### src/rtl/lsu_pkg.sv
// Shared definitions for the load/store unit: access-size encodings, FSM states
// and the misalignment rule.
package lsu_pkg;

  localparam logic [1:0] SZ_B = 2'd0;
  localparam logic [1:0] SZ_H = 2'd1;
  localparam logic [1:0] SZ_W = 2'd2;

  typedef enum logic [1:0] {
    IDLE = 2'd0,
    REQ  = 2'd1,
    RESP = 2'd2
  } state_e;

  // Size code 3 behaves like a word access.
  function automatic logic is_misaligned(input logic [1:0] size, input logic [1:0] off);
    logic mis;
    mis = 1'b0;
    if (size == SZ_H) mis = off[0];
    else if (size != SZ_B) mis = (off != 2'd0);
    return mis;
  endfunction

endpackage

### src/rtl/lsu_align.sv
// Combinational lane alignment: byte mask and store-data shift on the way out,
// load-data extract and zero/sign extension on the way back.
module lsu_align
  import lsu_pkg::*;
(
  input  logic [1:0]  size,
  input  logic [1:0]  off,
  input  logic        is_unsigned,
  input  logic [31:0] wdata,
  input  logic [31:0] rdata,
  output logic [3:0]  wmask,
  output logic [31:0] wdata_sh,
  output logic [31:0] rdata_ext
);

  logic [31:0] rdata_sh;

  always_comb begin
    wdata_sh = wdata << {off, 3'b000};
    rdata_sh = rdata >> {off, 3'b000};
    wmask    = 4'hF;
    rdata_ext = rdata_sh;
    // Shifted masks deliberately drop bits that fall past the word boundary.
    case (size)
      SZ_B: begin
        wmask     = 4'b0001 << off;
        rdata_ext = {{24{~is_unsigned & rdata_sh[7]}}, rdata_sh[7:0]};
      end
      SZ_H: begin
        wmask     = 4'b0011 << off;
        rdata_ext = {{16{~is_unsigned & rdata_sh[15]}}, rdata_sh[15:0]};
      end
      default: begin
        wmask     = 4'hF;
        rdata_ext = rdata_sh;
      end
    endcase
  end

endmodule

### src/rtl/lsu_ctrl.sv
// Load/store controller: one outstanding request, IDLE -> REQ -> RESP handshake.
// Define LSU_MISALIGN_TRAP_EN to answer misaligned requests with out_err and no memory access.
module lsu_ctrl
  import lsu_pkg::*;
(
  input  logic        clk,
  input  logic        rst,
  input  logic        in_valid,
  output logic        in_ready,
  input  logic        in_wen,
  input  logic [31:0] in_addr,
  input  logic [31:0] in_wdata,
  input  logic [1:0]  in_size,
  input  logic        in_unsigned,
  output logic        out_valid,
  input  logic        out_ready,
  output logic [31:0] out_rdata,
  output logic        out_err,
  output logic        mem_valid,
  input  logic        mem_ready,
  output logic        mem_wen,
  output logic [31:0] mem_addr,
  output logic [31:0] mem_wdata,
  output logic [7:0]  mem_wmask,
  input  logic [31:0] mem_rdata
);

  state_e      state_q, state_d;
  logic        in_ready_q, in_ready_d;
  logic        mem_valid_q, mem_valid_d;
  logic        mem_wen_q, mem_wen_d;
  logic [3:0]  mem_wmask_q, mem_wmask_d;
  logic [31:0] mem_addr_q, mem_addr_d;
  logic [31:0] mem_wdata_q, mem_wdata_d;
  logic        out_valid_q, out_valid_d;
  logic [31:0] out_rdata_q, out_rdata_d;
  logic        out_err_q, out_err_d;
  logic [1:0]  req_size_q, req_size_d;
  logic [1:0]  req_off_q, req_off_d;
  logic        req_uns_q, req_uns_d;

  logic [1:0]  a_size, a_off;
  logic        a_uns;
  logic [3:0]  a_wmask;
  logic [31:0] a_wdata_sh, a_rdata_ext;
  logic        trap;

  // The aligner sees the live request while idle and the latched one afterwards.
  assign a_size = (state_q == IDLE) ? in_size        : req_size_q;
  assign a_off  = (state_q == IDLE) ? in_addr[1:0]   : req_off_q;
  assign a_uns  = (state_q == IDLE) ? in_unsigned    : req_uns_q;

  lsu_align u_align (
    .size        (a_size),
    .off         (a_off),
    .is_unsigned (a_uns),
    .wdata       (in_wdata),
    .rdata       (mem_rdata),
    .wmask       (a_wmask),
    .wdata_sh    (a_wdata_sh),
    .rdata_ext   (a_rdata_ext)
  );

`ifdef LSU_MISALIGN_TRAP_EN
  assign trap = is_misaligned(in_size, in_addr[1:0]);
`else
  assign trap = 1'b0;
`endif

  always_comb begin
    state_d     = state_q;
    in_ready_d  = in_ready_q;
    mem_valid_d = mem_valid_q;
    mem_wen_d   = mem_wen_q;
    mem_wmask_d = mem_wmask_q;
    mem_addr_d  = mem_addr_q;
    mem_wdata_d = mem_wdata_q;
    out_valid_d = out_valid_q;
    out_rdata_d = out_rdata_q;
    out_err_d   = out_err_q;
    req_size_d  = req_size_q;
    req_off_d   = req_off_q;
    req_uns_d   = req_uns_q;
    case (state_q)
      IDLE: begin
        if (in_valid) begin
          req_size_d  = in_size;
          req_off_d   = in_addr[1:0];
          req_uns_d   = in_unsigned;
          mem_addr_d  = {in_addr[31:2], 2'b00};
          mem_wdata_d = a_wdata_sh;
          in_ready_d  = 1'b0;
          if (trap) begin
            state_d     = RESP;
            out_valid_d = 1'b1;
            out_err_d   = 1'b1;
            out_rdata_d = 32'd0;
          end else begin
            state_d     = REQ;
            mem_valid_d = 1'b1;
            mem_wen_d   = in_wen;
            mem_wmask_d = in_wen ? a_wmask : 4'h0;
          end
        end
      end
      REQ: begin
        if (mem_ready) begin
          state_d     = RESP;
          mem_valid_d = 1'b0;
          mem_wen_d   = 1'b0;
          mem_wmask_d = 4'h0;
          out_valid_d = 1'b1;
          out_err_d   = 1'b0;
          out_rdata_d = mem_wen_q ? 32'd0 : a_rdata_ext;
        end
      end
      RESP: begin
        if (out_ready) begin
          state_d     = IDLE;
          out_valid_d = 1'b0;
          out_rdata_d = 32'd0;
          out_err_d   = 1'b0;
          in_ready_d  = 1'b1;
        end
      end
      default: begin
        state_d    = IDLE;
        in_ready_d = 1'b1;
      end
    endcase
  end

  always_ff @(posedge clk) begin
    if (rst) begin
      state_q     <= IDLE;
      in_ready_q  <= 1'b1;
      mem_valid_q <= 1'b0;
      mem_wen_q   <= 1'b0;
      mem_wmask_q <= 4'h0;
      mem_addr_q  <= 32'd0;
      mem_wdata_q <= 32'd0;
      out_valid_q <= 1'b0;
      out_rdata_q <= 32'd0;
      out_err_q   <= 1'b0;
      req_size_q  <= SZ_B;
      req_off_q   <= 2'd0;
      req_uns_q   <= 1'b0;
    end else begin
      state_q     <= state_d;
      in_ready_q  <= in_ready_d;
      mem_valid_q <= mem_valid_d;
      mem_wen_q   <= mem_wen_d;
      mem_wmask_q <= mem_wmask_d;
      mem_addr_q  <= mem_addr_d;
      mem_wdata_q <= mem_wdata_d;
      out_valid_q <= out_valid_d;
      out_rdata_q <= out_rdata_d;
      out_err_q   <= out_err_d;
      req_size_q  <= req_size_d;
      req_off_q   <= req_off_d;
      req_uns_q   <= req_uns_d;
    end
  end

  assign in_ready  = in_ready_q;
  assign mem_valid = mem_valid_q;
  assign mem_wen   = mem_wen_q;
  assign mem_wmask = {4'h0, mem_wmask_q};
  assign mem_addr  = mem_addr_q;
  assign mem_wdata = mem_wdata_q;
  assign out_valid = out_valid_q;
  assign out_rdata = out_rdata_q;
  assign out_err   = out_err_q;

endmodule

### config.mk
export PLATFORM = sky130hd
export DESIGN_NAME = lsu_ctrl
export DESIGN_NICKNAME = d
export VERILOG_FILES = /design/src/rtl/lsu_pkg.sv /design/src/rtl/lsu_align.sv /design/src/rtl/lsu_ctrl.sv
export SDC_FILE = /design/constraint.sdc
export NUM_CORES = 1
export LEC_CHECK = 0
export ABC_AREA = 1
export BUFFER_PORTS_ARGS = -buffer_cell sky130_fd_sc_hd__buf_2
export CAP_MARGIN = 40
export CORE_AREA = 2 2 113 115
export DETAILED_ROUTE_END_ITERATION = 8
export DIE_AREA = 0 0 115 117
export PLACE_DENSITY_LB_ADDON = 0.15
export SLEW_MARGIN = 0
export SYNTH_ARGS = -nofsm -noshare
export SYNTH_HDL_FRONTEND = slang
export SYNTH_HIERARCHICAL = 1
export SYNTH_SLANG_ARGS = --single-unit
export TNS_END_PERCENT = 5
### constraint.sdc
create_clock -name clk -period 2.8 [get_ports clk]
set_input_delay 0.7 -clock clk [delete_from_list [all_inputs] [get_ports clk]]
set_output_delay 0.7 -clock clk [all_outputs]
set_load 0.02 [all_outputs]
==> impl_metrics.toml <==
[outcome]
status = "finished, final reports clean"

[clocking]
clk_transition_reported_paths_ps = 70
cts_buffers = 9
cts_max_path_buffers = 2
ctsRootBufferMaster = "clkbuf_16"
cts.repair.resized = 0
clock_latency_ps = 350
tritoncts = "done"
cts_num_sinks = 109
h-tree-depth = 3
cts_hold_buffers = 0
postCtsSetupBuffers = 0

[route]
dr.pass1.iters = 7
wirelength_mm = 16.6
detail_route.wl_per_cell_um = 15.0
first_iter_violations = 539
ant_nets = 0
drc = 0
vias = 5777
via_per_inst = 5.20

[timing]
finalWorstSetupSlack_ps = 526
fmax_mhz = 440
hold_viol_final = 0
whs_ps = 459
worst_pin_slew_ps = 638
fin_crit_sh_pct = 81.2
drv_slew = 0
totalNegativeSetupSlack_ps = 0
slew-limit-headroom_pct = 57.4
rsz0062_at_grt = "no"
finalSetupViolations = 0
min_period_ps = 2270
clock_skew_ps = 9.51

[global_routing]
grt_busiest_layer = "met2"
antenna_found_initial = 1
grt_use_met3_pct = 4.99
grt_pass1_vias = 4986
grt_use_total_pct = 24.4
use_met1_pct = 34.5
grt_max_degree = 74
use_met2_pct = 36.6
grt-ovfl-total = 0
grt_pass1_wl_mm = 26.2

[worst_setup_path]
cp.arrival_ps = 2500
critPathKind = "register to register"
cp-end-kind = "register"
cp.required_ps = 3020
critPathMaxFanout = 24
crit_path_start_kind = "register"
r2r_cells = 12

[yosys]
ys_types = 26
yosysSeqAreaShare_pct = 40.3
synth_area_per_cell_um2 = 6.90
synthesis.area_um2 = 5410
synth_edf_count = 0
yosys_warnings = 6
synthArstFlopShare_pct = 0
postSynthCellCount = 785
ys_ff_latch = 109
ys.flop_type = "dfxtp_1"

[finish]
antenna_cells = 0
drive_gt1_share_pct = 28.9
post-route-cell-area_um2 = 6730
utilization_pct = 54.7
synthToLayoutAreaGrowth_pct = 24.4
finish.net_count = 1061

[die]
ioPinCount = 214
fp-row-count = 41
die_x_um = 115
die_area_um2 = 13500
start_util_pct = 44.0
coreArea_um2 = 12300
die_h_um = 117

[min_path]
holdPathStages = 2
hp-class = "register to register"

[placement]
io_buffers = 206
place_area_um2 = 6440
place_ws_ps = 472
dp_hpwl_mm = 11.8
place_congestion = 0.897

[power_and_ir_drop]
ir_drop_uv = 274
power.density_nw_per_um2 = 611
leakagePower_uw = 0.00338

[job]
maxCapViolations = 0
## layout by cell type (no fill, tap or decap), drive strengths merged
| cell type | synthesis | layout |
|---|---|---|
| a21oi | 48 | 48 |
| a22oi | 15 | 15 |
| buf | 49 | 224 |
| bufinv | 0 | 1 |
| clkbuf | 21 | 10 |
| clkinv | 1 | 2 |
| clkinvlp | 0 | 1 |
| conb | 1 | 7 |
| dfxtp | 109 | 109 |
| inv | 31 | 33 |
| nand2 | 140 | 140 |
| nand3 | 78 | 78 |
| nand3b | 1 | 1 |
| nand4 | 36 | 36 |
| nor2 | 161 | 161 |
| nor3 | 1 | 1 |
| o21a | 1 | 1 |
| o21ai | 92 | 92 |
## through the flow
step,total power (µW),cells
finish,4110,1110
global route,4350,1110
CTS,4140,1110
detailed placement,2850,1095
global placement,2840,1094
floorplan,2520,791
## Yosys cell counts (2+ instances only)
master	instances	area, µm²
a21oi_1	48	240
a22oi_1	15	113
buf_2	32	160
buf_4	12	90.1
buf_6	3	33.8
buf_8	2	30.0
clkbuf_1	21	78.8
dfxtp_1	109	2180
inv_1	25	93.8
inv_2	6	22.5
nand2_1	129	484
nand2_2	9	56.3
nand2_4	2	22.5
nand3_1	64	320
nand3_2	14	140
nand4_1	36	225
nor2_1	154	578
nor2_2	5	31.3
nor2_4	2	22.5
o21ai_0	86	430
o21ai_1	6	30.0
## area by class of cell
type | count | area, µm²
Fill cell | 1289 | 5580
Multi-Input combinational cell | 580 | 2740
Sequential cell | 109 | 2180
Timing Repair Buffer | 224 | 1210
Clock buffer | 10 | 229
Tap cell | 150 | 188
Inverter | 32 | 120
Clock inverter | 5 | 60.1
## where the power goes
group	switching (µW)	internal [µW]	total (µW)
Clock	592	695	1290
Combinational	728	370	1100
Sequential	57.4	1670	1730
Total	1380	2730	4110
## sequential cells by signal, indices dropped and copies added, names as in the netlist
register	count
mem_wdata	32
out_rdata	32
mem_addr	30
mem_wmask_q	4
req_off_q	2
req_size_q	2
state_q	2
in_ready	1
mem_valid	1
mem_wen	1
out_valid	1
req_uns_q	1
## critical path, cell delays in order, from the launching register on
cell and delay (ps):
dfxtp_1 450, inv_2 70, nand2_1 200, nand2_1 80, nand2_1 240, buf_4 220, nand2_1 90, nand3_2 90
nand2_2 70, nand2_4 310, nand3_1 120, nand4_1 120, a21oi_1 70
## logic make-up after synthesis
kind of cell	after synthesis	share of synthesized area, %
other	1	0.0693
buffers and inverters	102	9.48
flip-flops	109	40.3
AO/OA/AOI/OAI	156	15.2
AND/OR/NAND/NOR	417	35.0
## metal layers
layer  share of wire (%)  up-vias
met5               0.078        -
met4                 2.2        2
met3                 6.5       27
met2                  44      205
met1                  48     2606
li1                    -     2937
## worst paths after layout
check,endpoint,slack (ps),startpoint
worst max-delay path,out_rdata[30]$_SDFFE_PP0P_,530,state_q[1]$_SDFFE_PP0P_
worst min-delay path,mem_valid$_SDFFE_PP0P_,460,mem_valid$_SDFFE_PP0P_
worst max register to register,out_rdata[30]$_SDFFE_PP0P_,530,state_q[1]$_SDFFE_PP0P_
worst min register to register,mem_valid$_SDFFE_PP0P_,460,mem_valid$_SDFFE_PP0P_
(Power assumes the default switching activity.)
